## src/rtl/prco_decode_pkg.sv

```systemverilog
// ISA definitions shared by the prco decode/issue stage: field positions, opcodes, decoded control.
package prco_decode_pkg;

  localparam int DATA_W    = 16;
  localparam int REG_SEL_W = 3;
  localparam int REG_COUNT = 2 ** REG_SEL_W;
  localparam int OP_W      = 5;
  localparam int IMM_W     = 8;

  localparam int OP_MSB = 15;
  localparam int OP_LSB = 11;
  localparam int RD_MSB = 10;
  localparam int RD_LSB = 8;
  localparam int RA_MSB = 7;
  localparam int RA_LSB = 5;
  localparam int RB_MSB = 4;
  localparam int RB_LSB = 2;

  typedef enum logic [OP_W-1:0] {
    OP_NOP  = 5'h00,
    OP_ADD  = 5'h01,
    OP_SUB  = 5'h02,
    OP_AND  = 5'h03,
    OP_OR   = 5'h04,
    OP_MOVI = 5'h05,
    OP_LW   = 5'h06,
    OP_SW   = 5'h07,
    OP_HALT = 5'h1F
  } opcode_e;

  typedef struct packed {
    logic    uses_ra;
    logic    uses_rb;
    logic    writes;
    logic    use_imm;
    logic    mem_rd;
    logic    mem_wr;
    logic    halt;
    logic    illegal;
    opcode_e opcode;
  } ctrl_t;

  // Illegal opcodes decode to a NOP with only the illegal flag raised.
  function automatic ctrl_t decode_op(input logic [OP_W-1:0] op);
    ctrl_t c;
    c        = '0;
    c.opcode = OP_NOP;
    case (op)
      OP_NOP: ;
      OP_ADD, OP_SUB, OP_AND, OP_OR: begin
        c.opcode  = opcode_e'(op);
        c.uses_ra = 1'b1;
        c.uses_rb = 1'b1;
        c.writes  = 1'b1;
      end
      OP_MOVI: begin
        c.opcode  = OP_MOVI;
        c.writes  = 1'b1;
        c.use_imm = 1'b1;
      end
      OP_LW: begin
        c.opcode  = OP_LW;
        c.uses_ra = 1'b1;
        c.writes  = 1'b1;
        c.mem_rd  = 1'b1;
      end
      OP_SW: begin
        c.opcode  = OP_SW;
        c.uses_ra = 1'b1;
        c.uses_rb = 1'b1;
        c.mem_wr  = 1'b1;
      end
      OP_HALT: begin
        c.opcode = OP_HALT;
        c.halt   = 1'b1;
      end
      default: c.illegal = 1'b1;
    endcase
    return c;
  endfunction

endpackage

```

## src/rtl/prco_scoreboard.sv

```systemverilog
// Per-register busy tracking for outstanding writes, with hazard lookup against registered state.
module prco_scoreboard
  import prco_decode_pkg::*;
(
  input  logic                 i_clk,
  input  logic                 i_reset,
  input  logic                 i_set,
  input  logic [REG_SEL_W-1:0] i_set_sel,
  input  logic                 i_clr,
  input  logic [REG_SEL_W-1:0] i_clr_sel,
  input  logic                 i_uses_ra,
  input  logic [REG_SEL_W-1:0] i_ra,
  input  logic                 i_uses_rb,
  input  logic [REG_SEL_W-1:0] i_rb,
  input  logic                 i_writes,
  input  logic [REG_SEL_W-1:0] i_rd,
  output logic                 q_hazard
);

  logic [REG_COUNT-1:0] busy;
  logic [REG_COUNT-1:0] set_mask;
  logic [REG_COUNT-1:0] clr_mask;

  always_comb begin
    set_mask = '0;
    clr_mask = '0;
    if (i_set) set_mask[i_set_sel] = 1'b1;
    if (i_clr) clr_mask[i_clr_sel] = 1'b1;
  end

  // Set is applied after clear so a new issue wins over a same-cycle writeback.
  always_ff @(posedge i_clk) begin
    if (i_reset) busy <= '0;
    else         busy <= (busy & ~clr_mask) | set_mask;
  end

  assign q_hazard = (i_uses_ra & busy[i_ra]) |
                    (i_uses_rb & busy[i_rb]) |
                    (i_writes  & busy[i_rd]);

endmodule

```

## src/rtl/prco_decode.sv

```systemverilog
// Decode/issue stage: drives register-file read selects, registers decoded control, stalls on hazards.
module prco_decode
  import prco_decode_pkg::*;
(
  input  logic                 i_clk,
  input  logic                 i_reset,
  input  logic                 i_en,
  input  logic [DATA_W-1:0]    i_inst,
  input  logic                 i_inst_valid,
  output logic                 q_inst_ready,
  output logic [REG_SEL_W-1:0] q_sela,
  output logic [REG_SEL_W-1:0] q_selb,
  output logic                 q_valid,
  input  logic                 i_ready,
  output logic [OP_W-1:0]      q_opcode,
  output logic [REG_SEL_W-1:0] q_seld,
  output logic                 q_we,
  output logic [DATA_W-1:0]    q_imm,
  output logic                 q_use_imm,
  output logic                 q_mem_rd,
  output logic                 q_mem_wr,
  output logic                 q_halted,
  output logic                 q_illegal,
  input  logic                 i_wb_we,
  input  logic [REG_SEL_W-1:0] i_wb_seld
);

  ctrl_t                ctrl;
  logic [REG_SEL_W-1:0] rd;
  logic                 hazard;
  logic                 accept;

  assign ctrl   = decode_op(i_inst[OP_MSB:OP_LSB]);
  assign rd     = i_inst[RD_MSB:RD_LSB];
  assign q_sela = i_inst[RA_MSB:RA_LSB];
  assign q_selb = i_inst[RB_MSB:RB_LSB];

  assign q_inst_ready = i_en & ~q_halted & ~hazard & (~q_valid | i_ready);
  assign accept       = i_inst_valid & q_inst_ready;

  prco_scoreboard u_scoreboard (
    .i_clk     (i_clk),
    .i_reset   (i_reset),
    .i_set     (accept & ctrl.writes),
    .i_set_sel (rd),
    .i_clr     (i_wb_we),
    .i_clr_sel (i_wb_seld),
    .i_uses_ra (ctrl.uses_ra),
    .i_ra      (q_sela),
    .i_uses_rb (ctrl.uses_rb),
    .i_rb      (q_selb),
    .i_writes  (ctrl.writes),
    .i_rd      (rd),
    .q_hazard  (hazard)
  );

  // q_illegal is recomputed every cycle so it stays a single-cycle pulse even if i_en drops.
  always_ff @(posedge i_clk) begin
    if (i_reset) begin
      q_valid   <= 1'b0;
      q_opcode  <= '0;
      q_seld    <= '0;
      q_we      <= 1'b0;
      q_imm     <= '0;
      q_use_imm <= 1'b0;
      q_mem_rd  <= 1'b0;
      q_mem_wr  <= 1'b0;
      q_halted  <= 1'b0;
      q_illegal <= 1'b0;
    end else begin
      if (accept) begin
        q_valid   <= 1'b1;
        q_opcode  <= ctrl.opcode;
        q_seld    <= rd;
        q_we      <= ctrl.writes;
        q_imm     <= {{(DATA_W-IMM_W){1'b0}}, i_inst[IMM_W-1:0]};
        q_use_imm <= ctrl.use_imm;
        q_mem_rd  <= ctrl.mem_rd;
        q_mem_wr  <= ctrl.mem_wr;
      end else if (i_en && q_valid && i_ready) begin
        q_valid <= 1'b0;
      end
      if (accept && ctrl.halt) q_halted <= 1'b1;
      q_illegal <= accept & ctrl.illegal;
    end
  end

endmodule

```

## config.mk

```make
export PLATFORM = sky130hd
export DESIGN_NAME = prco_decode
export DESIGN_NICKNAME = d
export VERILOG_FILES = /design/src/rtl/prco_decode_pkg.sv /design/src/rtl/prco_scoreboard.sv /design/src/rtl/prco_decode.sv
export SDC_FILE = /design/constraint.sdc
export NUM_CORES = 1
export LEC_CHECK = 0
export BUFFER_PORTS_ARGS = -buffer_cell sky130_fd_sc_hd__buf_2
export CAP_MARGIN = 20
export CORE_MARGIN = 2
export CORE_UTILIZATION = 40
export CTS_CLUSTER_SIZE = 40
export DETAILED_ROUTE_END_ITERATION = 8
export PLACE_DENSITY = 0.71
export SETUP_SLACK_MARGIN = 0.15
export SLEW_MARGIN = 40
export SYNTH_ARGS = -nofsm -noshare
export SYNTH_HDL_FRONTEND = slang
export SYNTH_SLANG_ARGS = --single-unit
export TNS_END_PERCENT = 1
```

## constraint.sdc

```tcl
create_clock -name i_clk -period 4.1 [get_ports i_clk]
set_input_delay 0 -clock i_clk [delete_from_list [all_inputs] [get_ports i_clk]]
set_output_delay 0 -clock i_clk [all_outputs]
set_load 0.03 [all_outputs]
```

After elaboration in Yosys (flattened, before gate mapping) --
Cells that the tools add are included.
Word-level totals: flip-flop bits (word level) 31, bits of input ports 25, output and inout bits 38, logic and storage cells 78
Cells by class: magnitude comparators 6, eq/ne operators 8, multiplexer cells 23, bitwise operators 18, reductions and logical operators 12
Operators with widths (count):
- one-hot mux 5 bit (5 select lines) | 1
- == test 5 x 3 -> 1 bit (second input constant) | 4
- < comparator 3 x 4 -> 1 bit (second input constant) | 4
- 2-to-1 mux 8 bit | 2
- 2-to-1 mux 1 bit | 15
- OR reduction 6 bit | 2
- == test 5 x 2 -> 1 bit (second input constant) | 2
- AND 1 bit | 9
- binary-select mux 1 bit (select 3 bit) | 3
- OR reduction 9 bit | 1
- AND 8 bit | 1
- NOT 8 bit | 1
- bitwise OR 8 bit | 1
- demux 1 bit (select 3 bit) | 2
- greater-or-equal comparator 3 x 1 -> 1 bit (second input constant) | 2
- == test 5 x 1 -> 1 bit (second input constant) | 1
- == test 5 bit (second input constant) | 1
- logical AND 1 bit | 5
- zero test 5 bit | 1
- OR reduction 5 bit | 1
- OR reduction 4 bit | 1
- NOT 1 bit | 3
- bitwise OR 1 bit | 3
- nonzero test 2 bit | 1

Longest topological paths before layout --
Gate-level depths: netlist (run 1).
depth after elaboration 13, gate-level depth with buffers 8, gate-level depth less buffers 5

Cells and area by module --
From an unflattened synthesis (run 1), not the netlist that was laid out.
Unflattened totals: cell total of the unflattened synthesis 204, area total of the unflattened synthesis 1624.1 sq um
By module, submodules not included:
- prco_decode | times used 1, cells an instance 133, area each 1046.0 sq um, sequential area each 460.4 sq um
- prco_scoreboard | times used 1, cells an instance 71, area each 578.1 sq um, sequential area each 160.2 sq um

Least setup slack after synthesis (run 1) --
Ideal clock, no wire load.
path type register -> output, start point reg u_scoreboard.busy[3], end point out q_inst_ready, arrival time 1855 ps, data required time 4100 ps, slack 2245 ps, cell stages (with the launch flop) 6, buffers on the path 1, cells stage by stage dfxtp_1 mux4_2 nor2_1 nor4_2 buf_4 nor3_1
Between the ends: cells in the longest elaborated chain, start to end 8, elaborated cells on any way between the ends 14
Ends and longest elaborated chain:
- start, declared | RTL line prco_scoreboard.sv:20 | logic [REG_COUNT-1:0] busy;
- start signal, assigned | RTL line prco_scoreboard.sv:34 | else busy <= (busy & ~clr_mask) | set_mask;
- binary-select mux 1 bit (select 3 bit) (on tied branches) | RTL line prco_scoreboard.sv:37, prco_scoreboard.sv:38
- 2-to-1 mux 1 bit (on tied branches) | RTL line prco_scoreboard.sv:37, prco_scoreboard.sv:38
- AND 1 bit (on tied branches) | RTL line prco_scoreboard.sv:37, prco_scoreboard.sv:38
- bitwise OR 1 bit | RTL line prco_scoreboard.sv:37 | assign q_hazard = (i_uses_ra & busy[i_ra]) |
- bitwise OR 1 bit * | RTL line prco_scoreboard.sv:38 | (i_uses_rb & busy[i_rb]) |
- NOT 1 bit * | RTL line prco_decode.sv:38 | assign q_inst_ready = i_en & ~q_halted & ~hazard & (~q_valid | i_ready);
- AND 1 bit * (2 in a row) | RTL line prco_decode.sv:38
- end, declared | RTL line prco_decode.sv:10 | output logic q_inst_ready,
Mark *: on every way between the ends. The rest lies on a longest branch, timed or not. The select of a mux whose other input is x is not followed.

Final worst setup path (run 1) --
start point reg u_scoreboard.busy[3], end point reg q_illegal
Between the ends: cells in the longest elaborated chain, start to end 10, elaborated cells on any way between the ends 16
Ends and longest elaborated chain:
- binary-select mux 1 bit (select 3 bit) (on tied branches) | RTL line prco_scoreboard.sv:37, prco_scoreboard.sv:38
- 2-to-1 mux 1 bit (on tied branches) | RTL line prco_scoreboard.sv:37, prco_scoreboard.sv:38
- AND 1 bit (on tied branches) | RTL line prco_scoreboard.sv:37, prco_scoreboard.sv:38
- bitwise OR 1 bit | RTL line prco_scoreboard.sv:37
- bitwise OR 1 bit * | RTL line prco_scoreboard.sv:38
- NOT 1 bit * | RTL line prco_decode.sv:38
- AND 1 bit * (2 in a row) | RTL line prco_decode.sv:38
- AND 1 bit * | RTL line prco_decode.sv:39 | assign accept = i_inst_valid & q_inst_ready;
- AND 1 bit * | RTL line prco_decode.sv:84 | q_illegal <= accept & ctrl.illegal;
- end signal, assigned | RTL line prco_decode.sv:84
- end, declared | RTL line prco_decode.sv:23 | output logic q_illegal,
Marks and branches as above. A chain may end at the register's enable or synchronous reset.

==> impl_metrics.py, run 1 <==
metrics = {
    "outcome": {
        "status": "completed",
    },
    "global_route": {
        "met1_usage": 0.2424,
        "groute.usage.overall": 0.1771,
        "grt_pass1_wl_um": 7245,
        "use_met3": 0.05063,
        "grt_max_degree": 24,
        "grt_pass1_vias": 1586,
        "gr-usage-met2": 0.2788,
        "grt_antenna_before_repair": 0,
        "grt.busiest_layer": "met2",
        "grt_overflow": 0,
    },
    "timing": {
        "worst_pin_slew_ps": 649.8,
        "slew_headroom": 0.5655,
        "period_share": 0.5398,
        "setup_viol_count_final": 0,
        "final_max_slew_viol_count": 0,
        "skew_ps": 5.065,
        "rsz0062_at_grt": "false",
        "hold_viol": 0,
        "finalWorstSetupSlack_ps": 1887,
        "fmax_mhz": 451.9,
        "setup_tns_ps": 0,
        "fin_crit_ps": 2213,
    },
    "die": {
        "rows": 24,
        "num_io_pins": 63,
        "die_y_um": 71.72,
        "core_area_um2": 4384,
        "start_util": 0.4184,
        "design.die.area_um2": 5143,
        "fp.dieW_um": 71.72,
    },
    "route": {
        "drc": 0,
        "wire_per_inst_um": 14.66,
        "totalWireLength_um": 4340,
        "ant_nets": 0,
        "vias_per_cell": 5.713,
        "drt_iter0_markers": 84,
        "routed-via-count": 1691,
        "first_pass_iters": 4,
    },
    "logic_synthesis": {
        "synth_top_cells_by_count": "dfxtp_1 (31), buf_4 (18), nand2_1 (16)",
        "ys.warnings.count": 0,
        "synth_top_area_share": 0.3383,
        "ys_seq_area_frac": 0.3383,
        "synth.most_common_cell": "dfxtp_1",
        "synthFlopType": "dfxtp_1",
        "synth_edf_count": 0,
        "async_flop_share": 0,
        "synth_top_area_cell": "dfxtp_1",
        "synth.avg_cell_area_um2": 9.080,
        "synthTopCellsByArea": "dfxtp_1 (34%), buf_4 (7.4%), mux2i_1 (6.5%)",
        "syn_area_um2": 1834,
        "synthCells": 202,
        "synth.distinct_cells": 49,
        "ys_seq_elements": 31,
    },
    "setup_path": {
        "cp-start-kind": "flop",
        "r2r_setup_slack_ps": 1890,
        "critPathKind": "reg2reg",
        "critical_path_required_ps": 4250,
        "slowest_stage": "mux4_2",
        "crit_chain": "mux4_2 -> nor2_1 -> or4_1 -> nand3_4 -> nor4b_1",
        "end_kind": "flop",
        "slowest_delay_ps": 470,
        "crit_path_max_fanout": 15,
        "crit_arrival_ps": 2360,
    },
    "cells_and_area": {
        "design_area_um2": 2095,
        "n_fill_cell": 437,
        "regArea_um2": 620.6,
        "nets": 268,
        "synthToLayoutAreaGrowth_pct": 14.19,
        "multi_input_area_um2": 1018,
        "drive_gt1_frac": 0.2992,
        "diodes": 0,
    },
    "placement": {
        "place_area_um2": 1993,
        "hpwl_um": 3245,
        "gp_congestion": 0.8272,
        "io_buffers": 54,
        "pre_cts_ws_ps": 1941,
    },
    "clock_tree": {
        "cts_buffer_depth": 2,
        "clk_latency_ps": 280,
        "cts_buffers": 5,
        "ctsResizeCount": 0,
        "cts_tree": "done",
        "clockRootBuffer": "clkbuf_8",
        "clkSinkCount": 31,
        "h-tree-depth": 2,
        "path_clk_slew_ps": 70,
        "hold_buffers": 2,
        "postCtsSetupBuffers": 0,
    },
    "power_and_ir_drop": {
        "pwr-share-comb": 0.205,
        "clkPwrFrac": 0.332,
        "p_int_w": 0.0004722,
        "ir_drop_v": 0.0001674,
        "seq_power_share": 0.463,
        "p_leak_nw": 0.8791,
        "swShare": 0.3082,
        "p_per_area_nw_per_um2": 325.9,
        "p_sw_w": 0.0002104,
    },
    "run": {
        "drv_cap": 0,
    },
    "worst_hold_path": {
        "hold_path_class": "in2reg",
    },
}
[power groups by stage]
stage           logic, W  clock network, W  registers, W
2_1_floorplan  0.0000927                 0      0.000341
3_3_place_gp    0.000136                 0      0.000323
3_5_place_dp    0.000138                 0      0.000323
4_1_cts         0.000140          0.000230      0.000316
5_1_grt         0.000152          0.000243      0.000317
6_report        0.000140          0.000226      0.000316
[through the flow]
stage               power [W]  instances  hold WS (ps)    util
floorplan           0.0004336        209         131.7       -
CTS                 0.0006859        296         26.64  0.4777
global route        0.0007125        296         49.03  0.4777
finish              0.0006826        296         30.91  0.4777
global placement    0.0004598        286         273.7  0.4546
detailed placement  0.0004606        286         273.8  0.4546
[flip-flops by register name (all words and copies together), names as in the netlist]
signal and cells:
q_opcode 5, q_use_imm 1, u_scoreboard.busy 8, q_valid 1, q_illegal 1, q_we 1
q_seld 3, q_imm 8, q_mem_rd 1, q_halted 1, q_mem_wr 1
[final timing paths]
check	depth (start not counted)	endpoint	startpoint
max	5	q_illegal	u_scoreboard.busy[3]
max reg2reg	5	q_illegal	u_scoreboard.busy[3]
min reg2reg	2	q_opcode[3]	q_opcode[3]
min	3	q_imm[7]	i_inst[7]
[layer usage]
layer  routed length [µm]  vias up
li1                     -      832
met1                 2019      783
met2                 1965       71
met3                  317        5
met4                   38        0
met5                    0        -
[worst max-delay path: cells and delay by family, from the launching register on]
family | cells | cell delay, ps
AND/OR/NAND/NOR | 4 | 1280
flip-flops | 1 | 340
multiplexers | 1 | 470
[area by class of cell]
cell class,instances,share of cell area
Timing Repair Buffer,57,0.1422
Clock inverter,1,0.002389
Inverter,3,0.005376
Multi-Input combinational cell,145,0.4863
Sequential cell,31,0.2963
Tap cell,52,0.03106
Clock buffer,7,0.03644
[placed cells by master, fill, tap and decap left out, drive strengths merged, types with 2 or more instances in the layout]
| master | synthesis | routed |
|---|---|---|
| a21oi | 11 | 11 |
| a311oi | 3 | 3 |
| a31oi | 3 | 3 |
| and3 | 2 | 2 |
| and4 | 2 | 2 |
| buf | 24 | 55 |
| clkbuf | 6 | 7 |
| conb | 1 | 8 |
| dfxtp | 31 | 31 |
| dlygate4sd3 | 0 | 2 |
| inv | 3 | 3 |
| mux2 | 2 | 2 |
| mux2i | 12 | 12 |
| mux4 | 2 | 2 |
| nand2 | 16 | 16 |
| nand2b | 4 | 4 |
| nand3 | 6 | 6 |
| nand3b | 3 | 3 |
| nand4 | 12 | 12 |
| nor2 | 8 | 8 |
| nor2b | 2 | 2 |
| nor3 | 4 | 4 |
| nor4 | 3 | 3 |
| o211ai | 6 | 6 |
| o21ai | 6 | 6 |
| o31ai | 12 | 12 |
| o41ai | 4 | 4 |
| or4 | 2 | 2 |
| xor2 | 2 | 2 |
[cell families after synthesis]
family	Yosys count	share of synthesized area
AOI/OAI and AO/OA	53	0.2122
xor gates and xnor gates	2	0.009552
buffers and inverters	33	0.1207
DFF	31	0.3383
muxes	16	0.1044
other	1	0.002044
and+or+nand+nor	66	0.2128
Power figures use the tool's default switching activity.
==> run 2, diff against run 1 <==
--- a/config.mk
+++ b/config.mk
@@ -11,7 +11,7 @@
 export CORE_UTILIZATION = 40
 export CTS_CLUSTER_SIZE = 40
 export DETAILED_ROUTE_END_ITERATION = 8
-export PLACE_DENSITY = 0.71
+export PLACE_DENSITY = 0.74
 export SETUP_SLACK_MARGIN = 0.15
 export SLEW_MARGIN = 40
 export SYNTH_ARGS = -nofsm -noshare
==> constraint.sdc (replaced) <==
create_clock -name i_clk -period 1.9 [get_ports i_clk]
set_input_delay 0 -clock i_clk [delete_from_list [all_inputs] [get_ports i_clk]]
set_output_delay 0 -clock i_clk [all_outputs]
set_load 0.03 [all_outputs]
==> impl_metrics.py, run 2 (synthesis gave the netlist of run 1 again) <==
metrics = {
    "clock_tree": {
        "clkSinkCount": 31,
        "clk_latency_ps": 290,
        "cts_buffer_depth": 2,
        "clockRootBuffer": "clkbuf_8",
        "cts_buffers": 5,
        "path_clk_slew_ps": 60,
        "cts_tree": "done",
        "h-tree-depth": 2,
    },
    "power_and_ir_drop": {
        "p_int_w": 0.001042,
        "p_per_area_nw_per_um2": 666.0,
        "seq_power_share": 0.445,
        "p_leak_nw": 0.9557,
        "p_sw_w": 0.0004953,
        "clkPwrFrac": 0.330,
        "ir_drop_v": 0.0005030,
        "pwr-share-comb": 0.225,
        "swShare": 0.3222,
    },
    "global_route": {
        "groute.usage.overall": 0.1923,
        "grt_antenna_before_repair": 0,
        "grt_pass1_vias": 1607,
        "grt_pass1_wl_um": 7776,
        "grt_overflow": 0,
        "grt_max_degree": 24,
    },
    "timing": {
        "fmax_mhz": 542.8,
        "worst_pin_slew_ps": 540.5,
        "skew_ps": 4.155,
        "setup_viol_count_final": 0,
        "final_max_slew_viol_count": 0,
        "rsz0062_at_grt": "true",
        "hold_viol": 0,
        "period_share": 0.9696,
        "slew_headroom": 0.6359,
        "fin_crit_ps": 1842,
        "setup_tns_ps": 0,
    },
    "route": {
        "drt_iter0_markers": 90,
        "wire_per_inst_um": 15.87,
        "routed-via-count": 1805,
        "first_pass_iters": 4,
        "drc": 0,
        "ant_nets": 0,
        "vias_per_cell": 5.879,
        "totalWireLength_um": 4872,
    },
    "cells_and_area": {
        "synthToLayoutAreaGrowth_pct": 25.85,
        "largestRegisters": "q_imm x8, u_scoreboard.busy x8, q_opcode x5",
        "drive_gt1_frac": 0.3882,
        "fin_util": 0.5265,
        "diodes": 0,
        "layout_commonest_cell": "buf_2",
        "n_fill_cell": 424,
        "regArea_um2": 623.1,
        "multi_input_area_um2": 1131,
        "nets": 279,
        "mostFrequentLayoutCells": "buf_2 (53), dfxtp_1 (29), nand2_1 (16)",
    },
    "placement": {
        "gp_congestion": 0.8846,
        "io_buffers": 54,
        "hpwl_um": 3437,
    },
    "setup_path": {
        "crit_arrival_ps": 1840,
        "critPathKind": "reg2out",
        "crit_path_max_fanout": 4,
        "r2r_cells": 5,
        "cp-start-kind": "flop",
        "critical_path_required_ps": 1900,
        "end_kind": "output port",
    },
    "worst_hold_path": {
        "hold_path_class": "in2reg",
        "hold_path_depth": 4,
    },
    "die": {
        "start_util": 0.4184,
        "rows": 24,
        "fp.dieW_um": 71.72,
        "die_y_um": 71.72,
        "design.die.area_um2": 5143,
        "num_io_pins": 63,
        "core_area_um2": 4384,
    },
    "outcome": {
        "status": "completed",
    },
    "run": {
        "drv_cap": 0,
    },
}
run 2: cell types whose count changed in the layout (fill, tap and decap cells not counted), sizes merged:
cell,delta
buf,+10
dlygate4sd3,+1
run 2: path summary, 6_finish.rpt:
path / start / to / slack (ps)
setup / recovery: u_scoreboard.busy[7] / q_inst_ready / 60
hold / removal: i_en / q_valid / 10
setup reg to reg: u_scoreboard.busy[7] / q_we / 70
hold reg to reg: q_opcode[3] / q_opcode[3] / 450
run 2: what timing repair did:
item | in CTS | in global routing
endpoints found under the hold margin | 3 | 0
resized for setup | 9 | 16
gates cloned | 0 | 0
setup endpoints to repair | 31 | 32
pin swaps | 4 | 2
hold buffers | 3 | 0
setup buffers | 2 | 1
run 2: final cells by class:
type                       count  share of cell area
multi-input combinational    145              0.4900
sequential                    31              0.2699
timing repair buffer          68              0.1718
clock buffer                   7             0.03306
tap                           52             0.02818
inverter                       3            0.004878
clock inverter                 1            0.002168
run 2: metrics by stage:
stage / total power (W) / setup WS [ps] / instance area (µm²) / hold slack, ps / cells
after global routing: 0.001601 / 24.59 / 2308 / 37.60 / 307
after global placement: 0.001005 / 90.11 / 2051 / 273.9 / 293
after detailed placement: 0.001008 / 64.59 / 2051 / 281.0 / 293
after floorplan: 0.0009365 / 140.0 / 1866 / 131.7 / 209
final: 0.001537 / 57.83 / 2308 / 13.36 / 307
after CTS: 0.001528 / 82.99 / 2216 / 6.263 / 306
run 2: routing by layer:
layer	track usage	vias up	wire length (µm)	part of all wire
li1	-	850	-	-
met1	0.2596	855	2056	0.42
met2	0.3004	89	2316	0.48
met3	0.04782	11	408	0.084
met4	0.06499	0	91	0.019
met5	0	-	0	0
run 2: worst max-delay path, cell delays in order, from the launching register on:
cell and delay [ps]:
dfxtp_1 400, mux2i_1 100, mux4_2 560, o2111ai_1 250
nor3_2 70, buf_4 170
run 2: power groups by stage:
stage | Sequential [W] | Combinational [W] | Clock (W)
2_1_floorplan | 0.000736 | 0.000201 | 0
4_1_cts | 0.000682 | 0.000328 | 0.000518
3_3_place_gp | 0.000697 | 0.000308 | 0
5_1_grt | 0.000685 | 0.000369 | 0.000547
6_report | 0.000684 | 0.000346 | 0.000508
3_5_place_dp | 0.000696 | 0.000311 | 0
==> run 3, diff against run 2 <==
--- a/config.mk
+++ b/config.mk
@@ -8,10 +8,10 @@
 export BUFFER_PORTS_ARGS = -buffer_cell sky130_fd_sc_hd__buf_2
 export CAP_MARGIN = 20
 export CORE_MARGIN = 2
-export CORE_UTILIZATION = 40
+export CORE_UTILIZATION = 45
 export CTS_CLUSTER_SIZE = 40
 export DETAILED_ROUTE_END_ITERATION = 8
-export PLACE_DENSITY = 0.74
+export PLACE_DENSITY = 0.81
 export SETUP_SLACK_MARGIN = 0.15
 export SLEW_MARGIN = 40
 export SYNTH_ARGS = -nofsm -noshare
==> impl_metrics.py, run 3 (synthesis gave the netlist of run 1 again) <==
metrics = {
    "placement": {
        "pre_cts_ws_ps": 68.39,
        "gp_congestion": 0.8934,
        "io_buffers": 54,
        "hpwl_um": 3350,
    },
    "timing": {
        "worst_pin_slew_ps": 580.2,
        "fin_crit_ps": 1841,
        "hold_viol": 0,
        "setup_viol_count_final": 0,
        "setup_tns_ps": 0,
        "final_max_slew_viol_count": 0,
        "period_share": 0.9687,
        "slew_headroom": 0.6083,
        "finalWorstSetupSlack_ps": 59.46,
        "rsz0062_at_grt": "true",
        "holdWs_ps": 5.499,
        "skew_ps": 5.664,
        "fmax_mhz": 543.3,
    },
    "global_route": {
        "grt_max_degree": 24,
        "grt_overflow": 0,
        "grt_antenna_before_repair": 0,
        "grt_pass1_wl_um": 7541,
        "groute.usage.overall": 0.2198,
        "grt_pass1_vias": 1607,
    },
    "setup_path": {
        "crit_start": "u_scoreboard.busy[3]",
        "cp.buffers_inverters": 0,
        "r2r_setup_slack_ps": 60,
        "crit_cells": 5,
        "rr_startpoint": "u_scoreboard.busy[3]",
        "slowest_delay_ps": 510,
        "crit_arrival_ps": 2020,
        "reg2reg_to": "q_we",
        "cp-start-kind": "flop",
        "crit_end": "q_we",
        "end_kind": "flop",
        "critPathKind": "reg2reg",
        "cp_top_family": "multiplexers",
        "critical_path_required_ps": 2080,
        "crit_path_max_fanout": 6,
        "crit_chain": "mux4_2 -> nor2_4 -> nor4_4 -> nor3_4 -> mux2_4",
        "slowest_stage": "mux4_2",
        "r2r_cells": 5,
    },
    "die": {
        "start_util": 0.4619,
        "fp.dieW_um": 67.85,
        "rows": 23,
        "num_io_pins": 63,
        "design.die.area_um2": 4603,
        "core_area_um2": 3971,
        "die_y_um": 67.85,
    },
    "route": {
        "totalWireLength_um": 5172,
        "drt_iter0_markers": 117,
        "routed-via-count": 1805,
        "ant_nets": 0,
        "wire_per_inst_um": 16.96,
        "first_pass_iters": 4,
        "drc": 0,
        "vias_per_cell": 5.918,
    },
    "cells_and_area": {
        "nets": 279,
        "drive_gt1_frac": 0.4510,
        "layout_commonest_cell": "buf_2",
        "mostFrequentLayoutCells": "buf_2 (53), dfxtp_1 (23), nand2_1 (16)",
        "diodes": 0,
        "largestRegisters": "q_imm x8, u_scoreboard.busy x8, q_opcode x5",
        "fin_util": 0.6194,
        "synthToLayoutAreaGrowth_pct": 34.11,
    },
    "power_and_ir_drop": {
        "p_leak_nw": 0.9874,
        "ir_drop_v": 0.0004511,
        "p_per_area_nw_per_um2": 641.0,
    },
    "clock_tree": {
        "clockRootBuffer": "clkbuf_8",
        "clk_latency_ps": 290,
        "cts_buffers": 5,
        "cts_buffer_depth": 2,
        "h-tree-depth": 2,
        "path_clk_slew_ps": 70,
        "cts_tree": "done",
        "clkSinkCount": 31,
    },
    "worst_hold_path": {
        "hold_path_class": "in2reg",
    },
    "outcome": {
        "status": "completed",
    },
    "run": {
        "drv_cap": 0,
    },
}
==> run 3: cell types whose count changed in the layout (fill, tap and decap cells not counted), sizes merged <==
| cell | previous run | this run |
|---|---|---|
| dlygate4sd3 | 3 | 4 |
| buf | 65 | 64 |
==> run 3: cell type report <==
type | instances | area [µm²]
Sequential cell | 31 | 630.6
Clock buffer | 7 | 76.32
Fill cell | 337 | 1511
Timing Repair Buffer | 68 | 431.7
Clock inverter | 1 | 5.005
Multi-Input combinational cell | 145 | 1242
Inverter | 3 | 11.26
Tap cell | 50 | 62.56
==> run 3: what timing repair did <==
action | 4_1_cts | 5_1_grt
hold endpoints to repair | 3 | 0
hold buffers | 4 | 0
buffers inserted | 2 | 0
pin swaps | 4 | 27
gates resized for setup | 13 | 41
endpoints found under the setup margin | 30 | 32
==> run 3: worst min path at each step <==
stage | from | end | slack [ps] | cells after the start
finish | i_inst[2] | q_imm[2] | 5 | 3
global route | i_inst[2] | q_imm[2] | 30 | 3
CTS | i_inst[2] | q_imm[2] | 6 | 3
detailed placement | i_inst[1] | q_imm[1] | 270 | 3
global placement | i_inst[1] | q_imm[1] | 270 | 3
floorplan | i_inst[5] | q_sela[0] | 130 | 1
==> run 3: tightest hold or removal path, stage by stage <==
cell and delay, ps:
buf_2 130, nand4_1 70, a21oi_1 60
==> run 3: per-layer routing <==
metal,wire length (µm),global-route usage,part of all wire,vias to the layer above
met5,0,0,0,-
met4,66,0.1050,0.013,0
met3,342,0.03947,0.066,7
met2,2598,0.3431,0.50,75
met1,2165,0.2939,0.42,864
li1,-,-,-,859
==> run 3: metrics by stage <==
step                area, µm²  power [W]  instances
finish                   2460   0.001577        305
global route             2460   0.001640        305
CTS                      2253   0.001532        305
detailed placement       2048   0.001006        291
global placement         2048   0.001002        291
floorplan                1866  0.0009365        209
==> run 3: where the power goes <==
group,switching [W],total [W],internal (W)
logic,0.000247,0.000375,0.000128
registers,0.0000159,0.000687,0.000671
clock network,0.000258,0.000514,0.000257
